===== config.mk =====
export PLATFORM = sky130hd
export DESIGN_NAME = pc_sequencer
export DESIGN_NICKNAME = d
export VERILOG_FILES = /design/src/rtl/pc_seq_pkg.sv /design/src/rtl/br_cond_eval.sv /design/src/rtl/pc_sequencer.sv
export SDC_FILE = /design/constraint.sdc
export NUM_CORES = 1
export LEC_CHECK = 0
export ABC_AREA = 1
export CORE_UTILIZATION = 36
export CTS_CLUSTER_DIAMETER = 50
export DETAILED_ROUTE_END_ITERATION = 12
export GPL_ROUTABILITY_DRIVEN = 0
export PLACE_DENSITY = 0.62
export SETUP_SLACK_MARGIN = 0.5
export SLEW_MARGIN = 20
export SYNTH_ARGS = -nofsm -noshare
export SYNTH_HDL_FRONTEND = slang
export SYNTH_SLANG_ARGS = --single-unit
export TNS_END_PERCENT = 5

===== constraint.sdc =====
create_clock -name clk -period 5.7 [get_ports clk]
set_input_delay 0.855 -clock clk [delete_from_list [all_inputs] [get_ports clk]]
set_output_delay 0.855 -clock clk [all_outputs]
set_load 0.02 [all_outputs]

===== src/rtl/pc_seq_pkg.sv =====
// Shared definitions for the program-counter sequencer: branch condition codes,
// sequencer states and the flush counter width.
package pc_seq_pkg;

    localparam logic [2:0] COND_BEQ    = 3'b000;
    localparam logic [2:0] COND_BNE    = 3'b001;
    localparam logic [2:0] COND_BLTZ   = 3'b010;
    localparam logic [2:0] COND_BGEZ   = 3'b011;
    localparam logic [2:0] COND_BLEZ   = 3'b100;
    localparam logic [2:0] COND_BGTZ   = 3'b101;
    localparam logic [2:0] COND_ALWAYS = 3'b110;
    localparam logic [2:0] COND_NEVER  = 3'b111;

    localparam int FLUSH_CNT_W = 3;

    typedef enum logic [1:0] {
        ST_RUN,
        ST_FLUSH,
        ST_SLOT
    } state_t;

endpackage


===== src/rtl/br_cond_eval.sv =====
// Combinational branch-condition evaluator: maps a condition code and the ALU
// zero/neg flags to a single take bit.
module br_cond_eval
    import pc_seq_pkg::*;
(
    input  logic [2:0] cond,
    input  logic       zero,
    input  logic       neg,
    output logic       take
);

    always_comb begin
        take = 1'b0;
        case (cond)
            COND_BEQ:    take = zero;
            COND_BNE:    take = ~zero;
            COND_BLTZ:   take = neg;
            COND_BGEZ:   take = ~neg;
            COND_BLEZ:   take = neg | zero;
            COND_BGTZ:   take = ~(neg | zero);
            COND_ALWAYS: take = 1'b1;
            COND_NEVER:  take = 1'b0;
            default:     take = 1'b0;
        endcase
    end

endmodule


===== src/rtl/pc_sequencer.sv =====
// Registered program counter with jr > jmp > branch redirect priority, post-redirect
// flush bubbles, and an optional architectural delay slot.
module pc_sequencer
    import pc_seq_pkg::*;
#(
    parameter int                ADDR_W       = 32,
    parameter logic [ADDR_W-1:0] RESET_PC     = '0,
    parameter int                FLUSH_CYCLES = 1,
    parameter int                DELAY_SLOT   = 0
) (
    input  logic              clk,
    input  logic              rst_n,
    input  logic              stall_i,
    input  logic              jr_valid_i,
    input  logic [ADDR_W-1:0] jr_addr_i,
    input  logic              jmp_valid_i,
    input  logic [25:0]       jmp_index_i,
    input  logic              br_valid_i,
    input  logic [2:0]        br_cond_i,
    input  logic [15:0]       br_offset_i,
    input  logic              zero_i,
    input  logic              neg_i,
    output logic [ADDR_W-1:0] pc_o,
    output logic [ADDR_W-1:0] link_addr_o,
    output logic              flush_o,
    output logic              redirect_o,
    output logic              align_err_o
);

    localparam logic [ADDR_W-1:0] LINK_OFS = (DELAY_SLOT != 0) ? ADDR_W'(8) : ADDR_W'(4);

    state_t                 state, state_n;
    logic [FLUSH_CNT_W-1:0] cnt, cnt_n;
    logic [ADDR_W-1:0]      tgt, tgt_n;
    logic [ADDR_W-1:0]      pc_n;
    logic                   flush_n;

    logic [ADDR_W-1:0]        p4;
    logic [ADDR_W-1:0]        jmp_tgt;
    logic [ADDR_W-1:0]        br_tgt;
    logic signed [ADDR_W-1:0] br_disp;
    logic [ADDR_W-1:0]        target;
    logic                     br_take;
    logic                     accept;
    logic                     taken;

    br_cond_eval u_cond (
        .cond (br_cond_i),
        .zero (zero_i),
        .neg  (neg_i),
        .take (br_take)
    );

    assign p4 = pc_o + ADDR_W'(4);

    // The region above the 26-bit index only exists when ADDR_W exceeds 28.
    generate
        if (ADDR_W > 28) begin : g_jmp_hi
            assign jmp_tgt = {p4[ADDR_W-1:28], jmp_index_i, 2'b00};
        end else begin : g_jmp_lo
            assign jmp_tgt = {jmp_index_i, 2'b00};
        end
    endgenerate

    assign br_disp = {{(ADDR_W-18){br_offset_i[15]}}, br_offset_i, 2'b00};
    assign br_tgt  = p4 + $unsigned(br_disp);

    assign accept = (state == ST_RUN) && !stall_i;
    assign taken  = accept && (jr_valid_i || jmp_valid_i || (br_valid_i && br_take));

    always_comb begin
        target = br_tgt;
        if (jr_valid_i)       target = {jr_addr_i[ADDR_W-1:2], 2'b00};
        else if (jmp_valid_i) target = jmp_tgt;
    end

    assign redirect_o  = taken;
    assign align_err_o = taken && jr_valid_i && (jr_addr_i[1:0] != 2'b00);
    assign link_addr_o = pc_o + LINK_OFS;

    always_comb begin
        state_n = state;
        cnt_n   = cnt;
        tgt_n   = tgt;
        pc_n    = pc_o;
        flush_n = flush_o;
        if (!stall_i) begin
            case (state)
                ST_RUN: begin
                    flush_n = 1'b0;
                    pc_n    = p4;
                    if (taken) begin
                        if (DELAY_SLOT != 0) begin
                            tgt_n   = target;
                            state_n = ST_SLOT;
                        end else begin
                            pc_n    = target;
                            cnt_n   = FLUSH_CNT_W'(FLUSH_CYCLES);
                            flush_n = 1'b1;
                            state_n = ST_FLUSH;
                        end
                    end
                end
                ST_FLUSH: begin
                    pc_n = p4;
                    if (cnt == FLUSH_CNT_W'(1)) begin
                        cnt_n   = '0;
                        flush_n = 1'b0;
                        state_n = ST_RUN;
                    end else begin
                        cnt_n   = cnt - FLUSH_CNT_W'(1);
                        flush_n = 1'b1;
                    end
                end
                ST_SLOT: begin
                    pc_n    = tgt;
                    flush_n = 1'b0;
                    state_n = ST_RUN;
                end
                default: begin
                    state_n = ST_RUN;
                    flush_n = 1'b0;
                end
            endcase
        end
    end

    always_ff @(posedge clk or negedge rst_n) begin
        if (!rst_n) begin
            state   <= ST_RUN;
            cnt     <= '0;
            tgt     <= '0;
            pc_o    <= RESET_PC;
            flush_o <= 1'b0;
        end else begin
            state   <= state_n;
            cnt     <= cnt_n;
            tgt     <= tgt_n;
            pc_o    <= pc_n;
            flush_o <= flush_n;
        end
    end

endmodule


# --- After elaboration in Yosys (flattened, before gate mapping) ---
# Index checks and enable logic that the tools add are counted.
totals:
  out_inout_bits: 67
  register_bits: 38
  inputBits: 85
classes:
  reduce_logical: 16
  muxes: 14
  n_eq_ne: 12
  n_addsub: 3
  bitwise_logic: 5
op_table:
  columns: ["cell", "n"]
  rows:
  - ["32-bit two-way mux", 3]
  - ["32-bit one-hot mux with 3 select lines", 1]
  - ["32-bit by 3-bit adder with 32-bit output, second input constant", 1]
  - ["32-bit adder", 1]
  - ["3-bit == test, second input constant", 4]
  - ["1-bit one-hot mux with 8 select lines", 1]
  - ["3-bit by 1-bit == test with 1-bit output, second input constant", 2]
  - ["3-bit by 2-bit == test with 1-bit output, second input constant", 2]
  - ["3-bit two-way mux", 2]
  - ["3-bit one-hot mux with 2 select lines", 1]
  - ["3-bit AND reduction", 2]
  - ["1-bit logical AND", 5]
  - ["2-bit two-way mux", 2]
  - ["2-bit != test, second input constant", 2]
  - ["1-bit inverter", 4]
  - ["2-bit one-hot mux with 2 select lines", 1]
  - ["2-bit nonzero test", 2]
  - ["3-bit logical NOT", 1]
  - ["3-bit nonzero test", 1]
  - ["3-bit by 1-bit subtractor with 3-bit output, second input constant", 1]
  - ["2-bit by 1-bit == test with 1-bit output, second input constant", 1]
  - ["2-bit == test, second input constant", 1]
  - ["2-bit logical NOT", 1]
  - ["1-bit logical OR", 2]
  - ["5 further kinds", 6]

# --- Depth between registers and ports, before layout ---
# Gate-level depths: netlist of the first run.
logic_depth:
  ltp_word: 8
  depth_mapped: 24
  ltp_nobuf: 24

# --- Hierarchy ---
# Synthesis of the first run repeated with hierarchy kept, for this count alone.
unflattened:
  hier_cells: 926
  hier_area_um2: 5337.6
by_module_without_submodules:
  columns: ["mod", "area_each_um2", "seq_area_each_um2", "instances", "cells_each"]
  rows:
  - ["pc_sequencer", 5272.6, 875.8, 1, 910]
  - ["br_cond_eval", 65.1, 0.0, 1, 16]

# --- Worst setup path before layout of the first run ---
# No wires, ideal clock.
synth_path:
  path_type: "reg-to-reg"
  start: "reg pc_o[2]"
  end: "reg pc_o[17]"
  path_stages_with_launch: 17
  t_arrival_ps: 2966
  slack_ps: 2616
  synth_period_minus_slack_ps: 3084
  setup_ps: 118
  t_required_ps: 5582
  n_path_buf: 0
  cell_sequence: "dfrtp_1 ha_1 nand2_1 nor2_2 nand2_2 nor2_2 xor2_1 ha_1 a21o_1 nor2_1 nand3_1 nand2_1 inv_1 o21bai_1 nand3_1 a21oi_1 nor2_1"
synth_between:
  elab_chain_cells: 6
synth_rtl:
  columns: ["item", "line_no", "rtl"]
  rows:
  - ["start: declaration", "pc_sequencer.sv:23", "output logic [ADDR_W-1:0] pc_o,"]
  - ["start signal: assignment", "pc_sequencer.sv:139", "pc_o <= pc_n;"]
  - ["32-bit by 3-bit adder with 32-bit output", null, null]
  - ["via link_addr_o[12]", "pc_sequencer.sv:24", "output logic [ADDR_W-1:0] link_addr_o,"]
  - ["32-bit adder", "pc_sequencer.sv:66", "assign br_tgt = p4 + $unsigned(br_disp);"]
  - ["32-bit two-way mux", "pc_sequencer.sv:74", "else if (jmp_valid_i) target = jmp_tgt;"]
  - ["32-bit two-way mux", "pc_sequencer.sv:73", "if (jr_valid_i) target = {jr_addr_i[ADDR_W-1:2], 2'b00};"]
  - ["32-bit two-way mux", "pc_sequencer.sv:92", "if (taken) begin"]
  - ["32-bit one-hot mux with 3 select lines", "pc_sequencer.sv:88", "case (state)"]
# The timed path passes the listed nets, and every way through them passes these cells.
# A chain may end at the register's enable or synchronous reset.

# --- Final worst setup path of the first run ---
layout_path:
  start: "in jr_valid_i"
  end: "out redirect_o"
layout_between:
  elab_chain_cells: 3
layout_rtl:
  columns: ["item", "line_no", "rtl"]
  rows:
  - ["start: declaration", "pc_sequencer.sv:14", "input logic jr_valid_i,"]
  - ["1-bit logical OR (2 in series)", "pc_sequencer.sv:69", "assign taken = accept && (jr_valid_i || jmp_valid_i || (br_valid_i && br_take));"]
  - ["1-bit logical AND", "pc_sequencer.sv:69", null]
  - ["end: declaration", "pc_sequencer.sv:26", "output logic redirect_o,"]
# No other way between the ends.

==> summary.txt, run 1 <==
Outcome
  – Status: finished clean

Worst setup path
  – Critical Path RT: between 4 and 5 ns
  – CP Capture Type: output port
  – Worst Reg2Reg Path Length in Cells: 17
  – Reg2reg end: pc_o[26]$_DFFE_PN0N_
  – Kind of critical path: input pin to output port
  – Delay-heaviest family, CP: buffers and inverters
  – Worst R2R Setup Slack: roughly 2.1 ns
  – WP buf/inv: 4
  – Worst-path fanout max: 22
  – Worst path arrival time: approximately 3.7 ns
  – Worst path slowest cell: clkdlybuf4s50_1
  – Critical path startpoint category: input pin
  – Critical-path cell list: clkdlybuf4s50_1 > inv_1 > nand3_2 > nand2_1 > inv_1 > clkdlybuf4s50_1
  – Reg2reg start: pc_o[2]$_DFFE_PN0N_
  – Largest stage delay, worst path: ~0.71 ns

Worst hold path
  – Hold EP: flush_o$_DFFE_PN0N_
  – Hold path startpoint: flush_o$_DFFE_PN0N_
  – Worst hold path depth: 2
  – Worst Hold Class: register to register

Route
  – ANT nets after route: 0
  – DRT Wirelength: 20.7 mm
  – Iter 0 DRT Violations: around 550
  – Post-DR vias/cell: between 5 and 6
  – Via count: roughly 6500
  – DR DRC count: 0
  – Routed WL per cell: around 16 um
  – Drt first pass iters: 5

Floorplan
  – Die height: 123 um
  – Top-Level Pins: 152
  – # rows: 43
  – Die width: about 120 um
  – Initial core utilization: between 30 and 40%
  – Core Region: roughly 14000 um^2
  – Full die area: 15100 um^2

Clock tree
  – Clock sink total: 35
  – Setup bufs post-CTS: 0
  – Hold-fix buffers at CTS: 0
  – Clk pin slew, worst setup/hold paths: around 0.06 ns
  – Root buffer cell: clkbuf_16
  – CTS Buf Count: 5
  – Htree depth: 2
  – Worst-skew pair later-pin latency: roughly 0.29 ns
  – Post-CTS sizing: 0
  – CTS tree: done
  – CTS max path bufs: 2

Global route
  – Grt total ovfl: 0
  – Antenna violations before repair: 0
  – Total global-route track usage: between 20% and 30%
  – Via count of the first global-routing pass: 5911
  – Largest net degree at the start of global routing: 45
  – Global-route wire length before repair: between 30 and 40 mm

STA
  – Fin. max-slew vios: 0
  – Min Clock Period, post-route: approximately 4.5 ns
  – Worst clock skew: around 0.0079 ns
  – Fin. Hold Viols: 0
  – Peak Freq: 222 MHz
  – Final setup vio count: 0
  – Rel. slew slack: a little over a third
  – RSZ-0062 raised after global routing: false
  – Slew @ Worst Pin: 0.972 ns
  – Setup_tns: 0 ns
  – Tcrit/Tclk final: between 70% and 80%

Cells and area
  – Share of cells above drive strength 1: 3.02%
  – Layout area overhead: 33.6%
  – Nets: 1216
  – Most frequent cells in the layout: nand2_1, nor2_1, clkdlybuf4s50_1, inv_1, nand3_1
  – Ant diodes: 0
  – Leading cell type in the layout, fill and taps excluded: nand2_1

Synthesis
  – Post-synthesis sequential area ratio: between 10% and 20%
  – Syn Area/Cell: 5.50 um^2
  – Register bit total from synthesis: 35
  – Yosys warns: 0
  – Netlist cell types: 36
  – Post-synthesis instance total: approximately 950
  – Synth Cell Area: approximately 5200 um^2

Power
  – Total Power: between 3000 and 4000 uW
  – Static Leak: ~0.0036 uW
  – Power Dens Cells: a little over 500 nW/um^2
  – VDD IR-drop max: 243 uV

Placement
  – Post-DP HPWL: about 17 mm
  – Port bufs: between 100 and 150

Job
  – Max Cap Viol: 0
-- metal layers --
| metal | part of all wire [%] | GRT usage (%) | up-vias |
|---|---|---|---|
| li1 | - | - | 3284 |
| met1 | 45 | 38.1 | 2868 |
| met2 | 45 | 46.0 | 283 |
| met3 | 7.6 | 3.53 | 31 |
| met4 | 2.6 | 8.61 | 0 |
| met5 | 0 | 0 | - |
-- synthesized netlist by cell type --
library cell	number	area, um^2
inv_1	134	503
fa_1	1	20.0
nand3_1	68	340
clkbuf_1	12	45.0
o22ai_1	4	25.0
nand2_1	312	1170
nor3_2	1	10.0
a31oi_1	2	12.5
a22oi_1	1	7.51
buf_2	5	25.0
dfrtp_1	35	876
xnor2_1	7	61.3
nand3_2	4	40.0
o21ai_0	23	115
nor2_2	3	18.8
nor2_1	156	586
xor2_1	19	166
nor3_4	2	32.5
or2_2	1	6.26
nand2_2	4	25.0
a21o_1	1	7.51
nand3b_1	4	30.0
o221ai_1	1	8.76
nor3_1	16	80.1
a21oi_1	56	280
a221oi_1	1	8.76
ha_1	38	475
buf_4	6	45.0
inv_2	6	22.5
a211oi_1	1	7.51
o21ai_1	5	25.0
o21bai_1	5	37.5
nor2_4	1	11.3
o211ai_1	4	30.0
conb_1	1	3.75
nand4_1	14	87.6
-- through the flow --
stage	hold slack (ns)	cell area [um^2]	setup WS (ns)	cells	util (%)
floorplan	0.495	5260	2.62	957	-
global placement	0.509	6870	1.43	1265	48.9
detailed placement	0.526	6870	1.31	1265	48.9
CTS	0.539	7010	1.30	1273	49.9
global route	0.584	7010	0.989	1273	49.9
finish	0.526	7010	1.19	1273	49.9
-- report_power, final --
| part | internal [uW] | total, uW | switching (uW) |
|---|---|---|---|
| clock | 162 | 275 | 114 |
| sequential | 365 | 561 | 196 |
| combinational | 1040 | 2750 | 1710 |
-- flip-flops by register name (all words and copies together), names as in the netlist --
| name | count |
|---|---|
| pc_o | 30 |
| cnt | 3 |
| flush_o | 1 |
| state | 1 |
-- worst reg2reg max path: cells and delay by family, from the launching register on --
family,cells,cell delay (ns)
flip-flops,1,0.45
AND/OR/NAND/NOR,13,1.54
adder cells (fa/ha/maj),2,0.70
AO/OA/AOI/OAI,1,0.38
XOR/XNOR,1,0.47
-- worst max-delay path by stage --
stage	from	to	depth (start not counted)
floorplan	pc_o[2]$_DFFE_PN0N_	pc_o[17]$_DFFE_PN0N_	16
global placement	jr_valid_i	redirect_o	6
detailed placement	jr_valid_i	redirect_o	6
CTS	jr_valid_i	redirect_o	6
global route	jr_valid_i	redirect_o	6
finish	jr_valid_i	redirect_o	6
-- final cells by class --
type / instances / area, um^2
well taps: 180 / 225
clock buffers: 6 / 129
fillers: 1483 / 7030
flip-flops and latches: 35 / 876
clock inverters: 2 / 12.5
multi-input cells: 759 / 3740
repair buffers: 151 / 1500
inverters: 140 / 526
-- cell families (layout without fill, tap and decap cells) --
logic type                 count (synthesis)  in the layout  share of synthesized area, %
AOI/OAI and AO/OA                        104            104                          10.8
DFF                                       35             35                          16.7
xor gates and xnor gates                  26             26                          4.34
buffers and inverters                    163            299                          12.2
adders and majority gates                 39             39                          9.44
and+or+nand+nor                          586            586                          46.5
other                                      1              4                        0.0715
(Power assumes the default switching activity.)
==> inputs of run 2 (changes only) <==
--- a/config.mk
+++ b/config.mk
@@ -10,7 +10,7 @@
 export CTS_CLUSTER_DIAMETER = 50
 export DETAILED_ROUTE_END_ITERATION = 12
 export GPL_ROUTABILITY_DRIVEN = 0
-export PLACE_DENSITY = 0.62
+export PLACE_DENSITY = 0.65
 export SETUP_SLACK_MARGIN = 0.5
 export SLEW_MARGIN = 20
 export SYNTH_ARGS = -nofsm -noshare
==> constraint.sdc (replaced) <==
create_clock -name clk -period 3.8 [get_ports clk]
set_input_delay 0.57 -clock clk [delete_from_list [all_inputs] [get_ports clk]]
set_output_delay 0.57 -clock clk [all_outputs]
set_load 0.02 [all_outputs]
==> run 2 against run 1 <==
First-iteration DRC count fell by 6.6%; clock skew fell by 0.0051 ns; power rose by 56%; flip-flop and latch count did not move; combinational power rose by 59%; sequential power rose by 50%; largest power group unchanged.
==> summary.txt, run 2 (synthesized netlist as in run 1, its figures left out) <==
Route
  – DR DRC count: 0
  – Drt first pass iters: 7
  – Via count: around 6600
  – ANT nets after route: 0
  – Post-DR vias/cell: 5.13
  – Iter 0 DRT Violations: between 500 and 600
  – DRT Wirelength: 21.0 mm
  – Top Metal Used: met4
  – Metal2 WL: a little over 9 mm
  – Met3 WL: about 1.7 mm
  – M1 WL: slightly above 9 mm
  – Routed WL per cell: 16.3 um

Cells and area
  – Ant diodes: 0
  – Final Cell Area: around 7300 um^2
  – Most frequent cells in the layout: nand2_1, nor2_1, clkdlybuf4s50_1, inv_1, nand3_1
  – Layout area overhead: 39.1%
  – Share of cells above drive strength 1: a little under 8%
  – Most flops, register: pc_o
  – Fill count: roughly 1500
  – Max FFs per register: 30
  – Leading cell type in the layout, fill and taps excluded: nand2_1
  – Nets: approximately 1200
  – Largest registers: pc_o (30), cnt (3)

Power
  – Seq pwr share: about 15%
  – P_int: 2490 uW
  – Power Dens Cells: roughly 770 nW/um^2
  – VDD IR-drop max: ~420 uV
  – Sw Pwr: roughly 3100 uW
  – Gate power share: around 80%
  – Static Leak: 0.00366 uW
  – Clock Power Share: roughly 7.0%
  – Sw Share: a little under three fifths

STA
  – Post-route setup slack: slightly below 0.6 ns
  – Setup_tns: 0 ns
  – Slew @ Worst Pin: about 0.87 ns
  – Min Clock Period, post-route: 3.21 ns
  – Peak Freq: just over 300 MHz
  – Tcrit/Tclk final: between 80% and 90%
  – RSZ-0062 raised after global routing: true
  – Worst clock skew: about 0.0028 ns
  – Final setup vio count: 0
  – Rel. slew slack: between 40% and 50%
  – Fin. max-slew vios: 0
  – Fin. Hold Viols: 0

Clock tree
  – Htree depth: 2
  – Worst-skew pair later-pin latency: ~0.29 ns
  – Root buffer cell: clkbuf_16
  – Clk pin slew, worst setup/hold paths: about 0.05 ns
  – Hold-fix buffers at CTS: 0
  – CTS Buf Count: 5
  – CTS tree: done
  – CTS max path bufs: 2
  – Clock sink total: 35

Floorplan
  – Core Region: around 14000 um^2
  – Full die area: 15100 um^2
  – Die width: between 100 and 150 um
  – # rows: 43
  – Initial core utilization: 37.4%
  – Top-Level Pins: 152
  – Die height: 123 um

Worst setup path
  – Worst path arrival time: between 2 and 3 ns
  – Kind of critical path: input pin to output port
  – Critical Path RT: roughly 3.2 ns
  – CP Capture Type: output port
  – Worst-path fanout max: 7
  – Critical path startpoint category: input pin

Global route
  – Via count of the first global-routing pass: ~6000
  – Antenna violations before repair: 0
  – Grt total ovfl: 0
  – Total global-route track usage: between 20 and 30%
  – Largest net degree at the start of global routing: 45
  – Global-route wire length before repair: around 32 mm

Placement
  – Port bufs: 147
  – Post-DP HPWL: roughly 17 mm
  – Place WS: around 0.33 ns
  – DP Area: ~7000 um^2

Worst hold path
  – Worst Hold Class: input pin to asynchronous set/reset pin

Job
  – Max Cap Viol: 0

Outcome
  – Status: finished clean
## run 2: cell count changes in the layout (fill, tap and decap cells not counted), sizes merged
cell,previous run,this run
buf,4,20
clkdlybuf4s50,147,146
clkinv,1,0
clkinvlp,1,0
## run 2: path summary, 6_finish.rpt
check                                         start                   end  slack, ns  cells past startpoint
worst max-delay path                   br_cond_i[1]            redirect_o       0.59                      9
worst min-delay path                          rst_n    cnt[1]$_DFFE_PN0P_       0.40                      1
worst max register to register  pc_o[2]$_DFFE_PN0N_  pc_o[31]$_DFFE_PN0N_       0.67                     18
worst min register to register  flush_o$_DFFE_PN0N_   flush_o$_DFFE_PN0N_       0.52                      2
max in group asynchronous                     rst_n  pc_o[21]$_DFFE_PN0N_       2.79                      1
min in group clk                flush_o$_DFFE_PN0N_   flush_o$_DFFE_PN0N_       0.52                      2
## run 2: power by group through the flow
stage / sequential, uW / combinational, uW / clock, uW
detailed placement: 823 / 4170 / 0
finish: 843 / 4370 / 389
floorplan: 942 / 2430 / 0
CTS: 820 / 4210 / 393
global route: 865 / 4790 / 406
global placement: 821 / 4180 / 0
## run 2: worst max-delay path: stages
cell and delay, ns:
clkdlybuf4s50_1 0.44, o21ai_1 0.18, nand3_1 0.09, nand2_1 0.06, nand3_1 0.13, nand3_2 0.15, nand2_1 0.08, inv_1 0.27
clkdlybuf4s50_1 0.67
## run 2: repair_timing
action | 4_1_cts | 5_1_grt
pin swaps | 0 | 2
resized for setup | 3 | 43
setup buffers | 1 | 0
setup endpoints to repair | 12 | 23
## run 2: layer usage
metal	global-route usage (%)	up-vias
met5	0	-
met2	44.5	314
li1	-	3306
met4	12.3	0
met1	37.2	2931
met3	3.44	51
## run 2: cell type report
type | count | area [um^2] | area share, %
Tap cell | 180 | 225 | 3.08
Multi-Input combinational cell | 759 | 3920 | 53.7
Timing Repair Buffer | 166 | 1610 | 22.0
Clock buffer | 6 | 129 | 1.77
Sequential cell | 35 | 888 | 12.2
Inverter | 140 | 526 | 7.20
## run 2: metrics by stage
step           util [%]  hold slack [ns]  total power [uW]  std cells
2_1_floorplan         -            0.274              3370        957
3_3_place_gp       49.6            0.494              5000       1279
3_5_place_dp       49.6            0.511              4990       1279
4_1_cts            50.7            0.429              5420       1286
5_1_grt            52.0            0.448              6060       1286
6_report           52.0            0.399              5600       1286
